## src/rtl/ctrl_bm_v2.sv

```systemverilog
// rtl/ctrl_bm_v2.sv - Bin_Manager sequencer with per-stage watchdog, backtrack budget and abort
module ctrl_bm_v2 #(
   parameter int WIDTH_BIN_ID  = 10,
   parameter int WIDTH_CLAUSES = 16,
   parameter int WIDTH_LVL     = 16,
   parameter int WIDTH_CNT     = 32,
   parameter int TIMEOUT_CYC   = 0,
   parameter int MAX_BKT       = 0
) (
   input  logic                     clk,
   input  logic                     rst,
   input  logic                     start_bm_i,
   input  logic                     abort_i,
   output logic                     done_bm_o,
   output logic [1:0]               status_o,
   output logic [WIDTH_BIN_ID-1:0]  cur_bin_num_o,
   output logic [WIDTH_BIN_ID-1:0]  request_bin_num_o,
   output logic [WIDTH_LVL-1:0]     cur_lvl_o,
   output logic [WIDTH_CNT-1:0]     bkt_cnt_o,
   output logic [WIDTH_CNT-1:0]     load_cnt_o,
   output logic                     start_rdinfo_o,
   input  logic                     done_rdinfo_i,
   input  logic [WIDTH_CLAUSES-1:0] nbin_all_i,
   output logic                     start_load_o,
   input  logic                     done_load_i,
   output logic                     start_core_o,
   input  logic                     done_core_i,
   input  logic                     local_sat_i,
   input  logic [WIDTH_LVL-1:0]     cur_lvl_from_core_i,
   input  logic [WIDTH_BIN_ID-1:0]  bkt_bin_from_core_i,
   output logic                     start_find_o,
   input  logic                     done_find_i,
   input  logic [WIDTH_LVL-1:0]     bkt_lvl_from_find_i,
   input  logic [WIDTH_BIN_ID-1:0]  bkt_bin_from_find_i,
   output logic                     start_bkt_across_bin_o,
   input  logic                     done_bkt_across_bin_i,
   output logic                     start_update_o,
   input  logic                     done_update_i
);
   localparam logic [2:0] S_IDLE    = 3'd0;
   localparam logic [2:0] S_RD_INFO = 3'd1;
   localparam logic [2:0] S_LOAD    = 3'd2;
   localparam logic [2:0] S_CORE    = 3'd3;
   localparam logic [2:0] S_FIND    = 3'd4;
   localparam logic [2:0] S_BKT     = 3'd5;
   localparam logic [2:0] S_UPDATE  = 3'd6;
   localparam logic [2:0] S_DONE    = 3'd7;

   localparam logic [1:0] ST_NONE  = 2'd0;
   localparam logic [1:0] ST_SAT   = 2'd1;
   localparam logic [1:0] ST_UNSAT = 2'd2;
   localparam logic [1:0] ST_ABORT = 2'd3;

   logic [2:0]               state, state_nxt;
   logic [1:0]               status_nxt;
   logic                     fresh;
   logic [WIDTH_CNT-1:0]     stage_cnt;
   logic [WIDTH_CLAUSES-1:0] nbin_all;
   logic [WIDTH_BIN_ID-1:0]  cur_bin, next_bin;
   logic                     active, done_in, accept, timeout, bkt_limit, last_bin;

   assign cur_bin_num_o     = cur_bin;
   assign request_bin_num_o = cur_bin;
   assign active    = (state != S_IDLE) && (state != S_DONE);
   assign accept    = done_in && !abort_i;
   assign timeout   = active && (TIMEOUT_CYC != 0) && (stage_cnt == WIDTH_CNT'(TIMEOUT_CYC - 1));
   assign bkt_limit = (MAX_BKT != 0) && (bkt_cnt_o == WIDTH_CNT'(MAX_BKT));
   assign last_bin  = (WIDTH_CLAUSES'(cur_bin) == nbin_all);

   // The entry cycle precedes the start pulse, so a done there cannot belong to this stage.
   always_comb begin
      done_in = 1'b0;
      case (state)
         S_RD_INFO: done_in = done_rdinfo_i;
         S_LOAD:    done_in = done_load_i;
         S_CORE:    done_in = done_core_i;
         S_FIND:    done_in = done_find_i;
         S_BKT:     done_in = done_bkt_across_bin_i;
         S_UPDATE:  done_in = done_update_i;
         default:   done_in = 1'b0;
      endcase
      if (fresh) done_in = 1'b0;
   end

   always_comb begin
      state_nxt  = state;
      status_nxt = status_o;
      if (active && abort_i) begin
         state_nxt  = S_DONE;
         status_nxt = ST_ABORT;
      end else if (done_in) begin
         case (state)
            S_RD_INFO: begin
               state_nxt = (nbin_all_i == '0) ? S_DONE : S_LOAD;
               if (nbin_all_i == '0) status_nxt = ST_SAT;
            end
            S_LOAD: state_nxt = S_CORE;
            S_CORE: begin
               if (local_sat_i) begin
                  state_nxt = last_bin ? S_DONE : S_UPDATE;
                  if (last_bin) status_nxt = ST_SAT;
               end else begin
                  state_nxt = (bkt_bin_from_core_i == '0) ? S_DONE : S_FIND;
                  if (bkt_bin_from_core_i == '0) status_nxt = ST_UNSAT;
               end
            end
            S_FIND: begin
               state_nxt = bkt_limit ? S_DONE : S_BKT;
               if (bkt_limit) status_nxt = ST_ABORT;
            end
            S_BKT:    state_nxt = S_UPDATE;
            S_UPDATE: state_nxt = S_LOAD;
            default:  state_nxt = state;
         endcase
      end else if (timeout) begin
         state_nxt  = S_DONE;
         status_nxt = ST_ABORT;
      end else if (!active && start_bm_i) begin
         state_nxt  = S_RD_INFO;
         status_nxt = ST_NONE;
      end
   end

   always_ff @(posedge clk or negedge rst) begin
      if (!rst) begin
         state     <= S_IDLE;
         fresh     <= 1'b0;
         stage_cnt <= '0;
         nbin_all  <= '0;
         cur_bin   <= '0;
         next_bin  <= '0;
         cur_lvl_o <= '0;
         bkt_cnt_o <= '0;
         load_cnt_o <= '0;
         status_o  <= ST_NONE;
         done_bm_o <= 1'b0;
         start_rdinfo_o <= 1'b0;
         start_load_o   <= 1'b0;
         start_core_o   <= 1'b0;
         start_find_o   <= 1'b0;
         start_bkt_across_bin_o <= 1'b0;
         start_update_o <= 1'b0;
      end else begin
         state     <= state_nxt;
         status_o  <= status_nxt;
         done_bm_o <= (state_nxt == S_DONE);
         start_rdinfo_o <= 1'b0;
         start_load_o   <= 1'b0;
         start_core_o   <= 1'b0;
         start_find_o   <= 1'b0;
         start_bkt_across_bin_o <= 1'b0;
         start_update_o <= 1'b0;
         if (state_nxt != state) begin
            fresh     <= 1'b1;
            stage_cnt <= '0;
         end else begin
            fresh <= 1'b0;
            if (active) stage_cnt <= stage_cnt + 1'b1;
            if (fresh) begin
               case (state)
                  S_RD_INFO: start_rdinfo_o <= 1'b1;
                  S_LOAD: begin
                     start_load_o <= 1'b1;
                     load_cnt_o   <= load_cnt_o + 1'b1;
                  end
                  S_CORE:   start_core_o <= 1'b1;
                  S_FIND:   start_find_o <= 1'b1;
                  S_BKT:    start_bkt_across_bin_o <= 1'b1;
                  S_UPDATE: start_update_o <= 1'b1;
                  default: ;
               endcase
            end
         end
         if (!active && state_nxt == S_RD_INFO) begin
            cur_bin    <= WIDTH_BIN_ID'(1);
            cur_lvl_o  <= '0;
            bkt_cnt_o  <= '0;
            load_cnt_o <= '0;
         end
         if (accept) begin
            case (state)
               S_RD_INFO: nbin_all <= nbin_all_i;
               S_CORE: begin
                  if (local_sat_i) begin
                     cur_lvl_o <= cur_lvl_from_core_i;
                     next_bin  <= cur_bin + 1'b1;
                  end
               end
               S_FIND: begin
                  next_bin  <= bkt_bin_from_find_i;
                  cur_lvl_o <= bkt_lvl_from_find_i;
                  if (!bkt_limit) bkt_cnt_o <= bkt_cnt_o + 1'b1;
               end
               S_UPDATE: cur_bin <= next_bin;
               default: ;
            endcase
         end
      end
   end
endmodule

```

## config.mk

```make
export PLATFORM = sky130hd
export DESIGN_NAME = ctrl_bm_v2
export DESIGN_NICKNAME = d
export VERILOG_FILES = /design/src/rtl/ctrl_bm_v2.sv
export SDC_FILE = /design/constraint.sdc
export NUM_CORES = 1
export LEC_CHECK = 0
export ABC_AREA = 1
export BUFFER_PORTS_ARGS = -buffer_cell sky130_fd_sc_hd__buf_2
export CAP_MARGIN = 10
export CORE_MARGIN = 4
export CORE_UTILIZATION = 40
export CTS_CLUSTER_DIAMETER = 120
export DETAILED_ROUTE_END_ITERATION = 7
export MAX_ROUTING_LAYER = met4
export PLACE_DENSITY = 0.59
export SETUP_SLACK_MARGIN = 0.3
export SYNTH_ARGS = -nofsm -noshare
export SYNTH_HDL_FRONTEND = slang
export SYNTH_SLANG_ARGS = --single-unit
```

## constraint.sdc

```tcl
create_clock -name clk -period 2.7 [get_ports clk]
set_input_delay 0.54 -clock clk [delete_from_list [all_inputs] [get_ports clk]]
set_output_delay 0.54 -clock clk [all_outputs]
set_load 0.05 [all_outputs]
```

== After elaboration in Yosys (flattened, before gate mapping) ==
Index checks and enable logic that the tools add are counted.
Word-level totals
  register bits: 129
  bits in latches: 0
  RAM bits: 0
  ROM bits: 0
  bits of input ports: 79
  output and inout bits: 109
  word-level logic and storage cells: 107
  memories: 0
Cells by class
  add/subtract/negate cells: 3
  multipliers: 0
  div/mod/pow operators: 0
  order comparisons: 0
  eq/ne operators: 17
  shift-type cells: 0
  muxes and demuxes: 53
  bitwise operators: 0
  reduce and logical (&&, ||, !) cells: 18
Operators by type and width (number)
  2-to-1 mux 32 bit: 7
  adder 32 x 1 -> 32 bit, second input constant: 2
  2-to-1 mux 16 bit: 3
  2-to-1 mux 10 bit: 4
  case mux 16 bit (2 select lines): 1
  2-to-1 mux 1 bit: 21
  case mux 10 bit (2 select lines): 1
  2-to-1 mux 2 bit: 9
  case mux 3 bit (6 select lines): 1
  equality test 10 x 16 -> 1 bit: 1
  zero test 16 bit: 1
  equality test 3 bit, second input constant: 4
  2-to-1 mux 3 bit: 4
  adder 10 x 1 -> 10 bit, second input constant: 1
  zero test 10 bit: 1
  inequality test 5 bit, second input constant: 2
  equality test 3 x 1 -> 1 bit, second input constant: 2
  equality test 3 x 2 -> 1 bit, second input constant: 2
  case mux 1 bit (6 select lines): 1
  AND reduction 3 bit: 2
  nonzero test 2 bit: 3
  nonzero test 3 bit: 2
  logical AND 1 bit: 5
  AND reduction 5 bit: 1
  9 further kinds: 10

== Logic depth before layout (Yosys ltp) ==
  word-level depth: 13
  depth in mapped cells: 16
  depth with buffers taken out: 14

== Worst setup path before layout ==
Ideal clock, no wire load.
  path kind: register to register
  start point: reg bkt_cnt_o[0]
  end point: reg bkt_cnt_o[22]
  setup time: 0.127 ns
  arrival time: 2.028 ns
  required time: 2.573 ns
  slack: 0.545 ns
  cell stages (with the launch flop): 12
  clock period less this slack: 2.155 ns
  cell sequence: dfrtp_1 > ha_1 > nand2_1 > nor2_1 > nand2_1 > nor2_1 > nand2_1 > nor2_1 > nand2_1 > xor2_1 > nand2_1 > o21ai_0
On the way
  word-level cells in the longest chain between the ends: 3
RTL lines
  from (decl): line 19  | output logic [WIDTH_CNT-1:0] bkt_cnt_o,
  from (signal assigned): line 192  | if (!bkt_limit) bkt_cnt_o <= bkt_cnt_o + 1'b1;
  adder 32 x 1 -> 32 bit: line 192
  2-to-1 mux 32 bit: line 181  | case (state)
  2-to-1 mux 32 bit: line 180  | if (accept) begin
No other way between the ends.
A chain may end at the register's enable or synchronous reset.

== Worst setup path in the final report ==
  start point: reg state[1]
  end point: reg cur_bin[9], in the netlist cur_bin_num_o[9]
On the way
  word-level cells in the longest chain between the ends: 12
RTL lines
  from (decl): line 54  | logic [2:0] state, state_nxt;
  from (signal assigned): line 144  | state <= state_nxt;
  branches (longest 11 deep; another with 2-to-1 mux 10 bit)
  2-to-1 mux 10 bit (*): line 180
  to (signal assigned): line 194  | S_UPDATE: cur_bin <= next_bin;
  to (decl): line 59  | logic [WIDTH_BIN_ID-1:0] cur_bin, next_bin;
Every way passes the cells marked *.

==> flow_summary.toml <==
[route]
drt_first_pass_iters = 7
drc = 0
ant_nets = 0
viasPerCell = 4.94
dr_total_vias = 7792
finalWirelength_um = 23400
routedWlPerCell_um = 14.8
drtIter0Drc = 440

[timing]
finalCritPeriodShare = 0.804
worst_slack_ns = 0.528
tns_ns = 0
fmaxAchievable_mhz = 460
clock_skew_ns = 0.00759
rsz0062_at_grt = "false"
worst_pin_slew_ns = 0.652
setup_viol = 0
hold_viol_final = 0
max-slew-margin-rel = 0.565
final_max_slew_viol_count = 0
layout_min_cycle_time_ns = 2.17

[global_route]
grt_max_degree = 63
grt_pass1_vias = 7497
antenna_found_initial = 0
grt_pass1_wl_um = 38200
groute.usage.overall = 0.222
overflow = 0

[layout]
drive_above_1_share = 0.197
nNetsFinal = 1387
final_cell_mix = "387 x nand2_1, 186 x buf_2, 128 x dfrtp_1"
layout_commonest_cell = "nand2_1"
num_antenna_cells = 0
finalCoreUtilization = 0.510
area_growth_pct = 24.6
fin_cells = 1578

[critical_path]
cp_max_fo = 11
worstPathArrival_ns = 2.46
startpoint_type = "register"
crit_required_ns = 2.99
crit_path_end_kind = "register"
crit_type = "reg -> reg"
ff2ff_setup_slack_ns = 0.53

[power_and_ir_drop]
leakagePower_nw = 5.00
p_total_w = 0.00686
cellPowerDensity_mw_per_mm2 = 715
vdd_drop_max_uv = 477

[floorplan]
start_util = 0.409
die_w_um = 147
die-area_mm2 = 0.0215
core_area_mm2 = 0.0188
io_pins = 188
die_h_um = 147
std_cell_rows = 50

[cts]
numCtsBuffers = 17
cts-root-buf = "clkbuf_16"
clk_pin_slew_ns = 0.06
cts_hold_buffers = 0
ctsHtreeMaxLevel = 4
cts_tree = "built"
clk_latency_ns = 0.42
cts_sinks = 129
clk_path_buf_depth = 2

[run]
maxCapViolations = 0

[logic_synthesis]
yosysUniqueCellTypes = 37
synth_edf_count = 0
synth_ff_type = "dfrtp_1"
syn_area_per_cell_um2 = 6.86
async_reset_ff_frac = 1.00
ys_ff_latch = 129
syn-num-nets = 1205
syn_inst = 1123
yosysWarningCount = 0
synthesis.area_mm2 = 0.00770
ys_seq_area_frac = 0.419

[worst_hold_path]
hp-class = "in -> async"

[placement]
gp_congestion = 0.948
io_buffers = 187
dp_hpwl_um = 17200
dp_slack_ns = 0.342
dp_cells = 1543

[outcome]
outcome = "completed"
[where the power goes]
group / internal (W) / total (W) / switching [W]
clock: 0.00161 / 0.00249 / 0.000874
combinational: 0.000543 / 0.00196 / 0.00141
sequential: 0.00220 / 0.00241 / 0.000216
total: 0.00436 / 0.00686 / 0.00250
[cells in the mapped netlist, types with 7 or more instances]
master,n,share of area
a21oi_1,27,0.018
buf_2,10,0.0065
buf_4,11,0.011
clkbuf_1,19,0.0093
dfrtp_1,129,0.42
inv_1,108,0.053
nand2_1,390,0.19
nand3_1,89,0.058
nand4_1,25,0.020
nor2_1,124,0.060
nor3_1,34,0.022
o211ai_1,7,0.0068
o21ai_0,58,0.038
xor2_1,30,0.034
[flip-flops by register name (all words and copies together), names as in the netlist, 2 cells and up]
register	flops
cur_lvl_o	16
nbin_all	16
next_bin	10
bkt_cnt_o	32
load_cnt_o	32
cur_bin_num_o	10
state	3
status_o	2
[critical path, cell delays in order, from the launching register on]
cell and delay, ns:
dfrtp_1 0.46, nor2_1 0.22, nand2_1 0.11, o21ai_1 0.13, nor2_1 0.05, nand2_1 0.07
nand2_2 0.13, nor2_8 0.23, buf_4 0.14, nand2_1 0.08, nand2_1 0.29, o21ai_0 0.13
[final timing paths]
path                            cells past startpoint                     start                    endpoint
max in group asynchronous                           2                       rst  load_cnt_o[20]$_DFFE_PN0P_
worst max-delay path                               11        state[1]$_DFF_PN0_  cur_bin_num_o[9]$_DFF_PN0_
worst max register to register                     11        state[1]$_DFF_PN0_  cur_bin_num_o[9]$_DFF_PN0_
worst min register to register                      2  nbin_all[12]$_DFFE_PN0P_    nbin_all[12]$_DFFE_PN0P_
worst min-delay path                                1                       rst     nbin_all[2]$_DFFE_PN0P_
min in group clk                                    3    bkt_lvl_from_find_i[6]      cur_lvl_o[6]$_DFF_PN0_
[stage by stage]
step           instance area [um2]  hold slack, ns
2_1_floorplan                 7700           0.244
3_3_place_gp                  8910           0.462
3_5_place_dp                  8910           0.466
4_1_cts                       9540           0.142
5_1_grt                       9600           0.172
6_report                      9600           0.121
[routing by layer]
| layer | vias to the layer above | share of wire | GRT usage | wire (um) |
|---|---|---|---|---|
| met2 | 235 | 0.47 | 0.353 | 10900 |
| met3 | 20 | 0.055 | 0.0423 | 1280 |
| met1 | 3585 | 0.47 | 0.300 | 10900 |
| met4 | 0 | 0.011 | 0.0452 | 253 |
| met5 | - | 0 | - | 0 |
| li1 | 3952 | - | - | - |
[area by class of cell]
class	count	area, um2
clock buffer	22	474
sequential	129	3230
timing repair buffer	210	1150
inverter	114	434
fill	1914	9230
clock inverter	10	156
tap	260	325
multi-input combinational	833	3830
[repair_timing]
item,in CTS,in global routing
buffers inserted,0,3
hold endpoints to repair,0,0
setup endpoints to repair,0,62
gates resized for setup,0,7
[cell families after synthesis]
family | Yosys count | synth area share
compound gates | 107 | 0.0746
xor+xnor | 32 | 0.0364
fa+ha+maj | 3 | 0.00487
buf+inv | 161 | 0.0866
flops | 129 | 0.419
mux | 1 | 0.00130
simple gates | 690 | 0.377
Power figures use the tool's default switching activity.
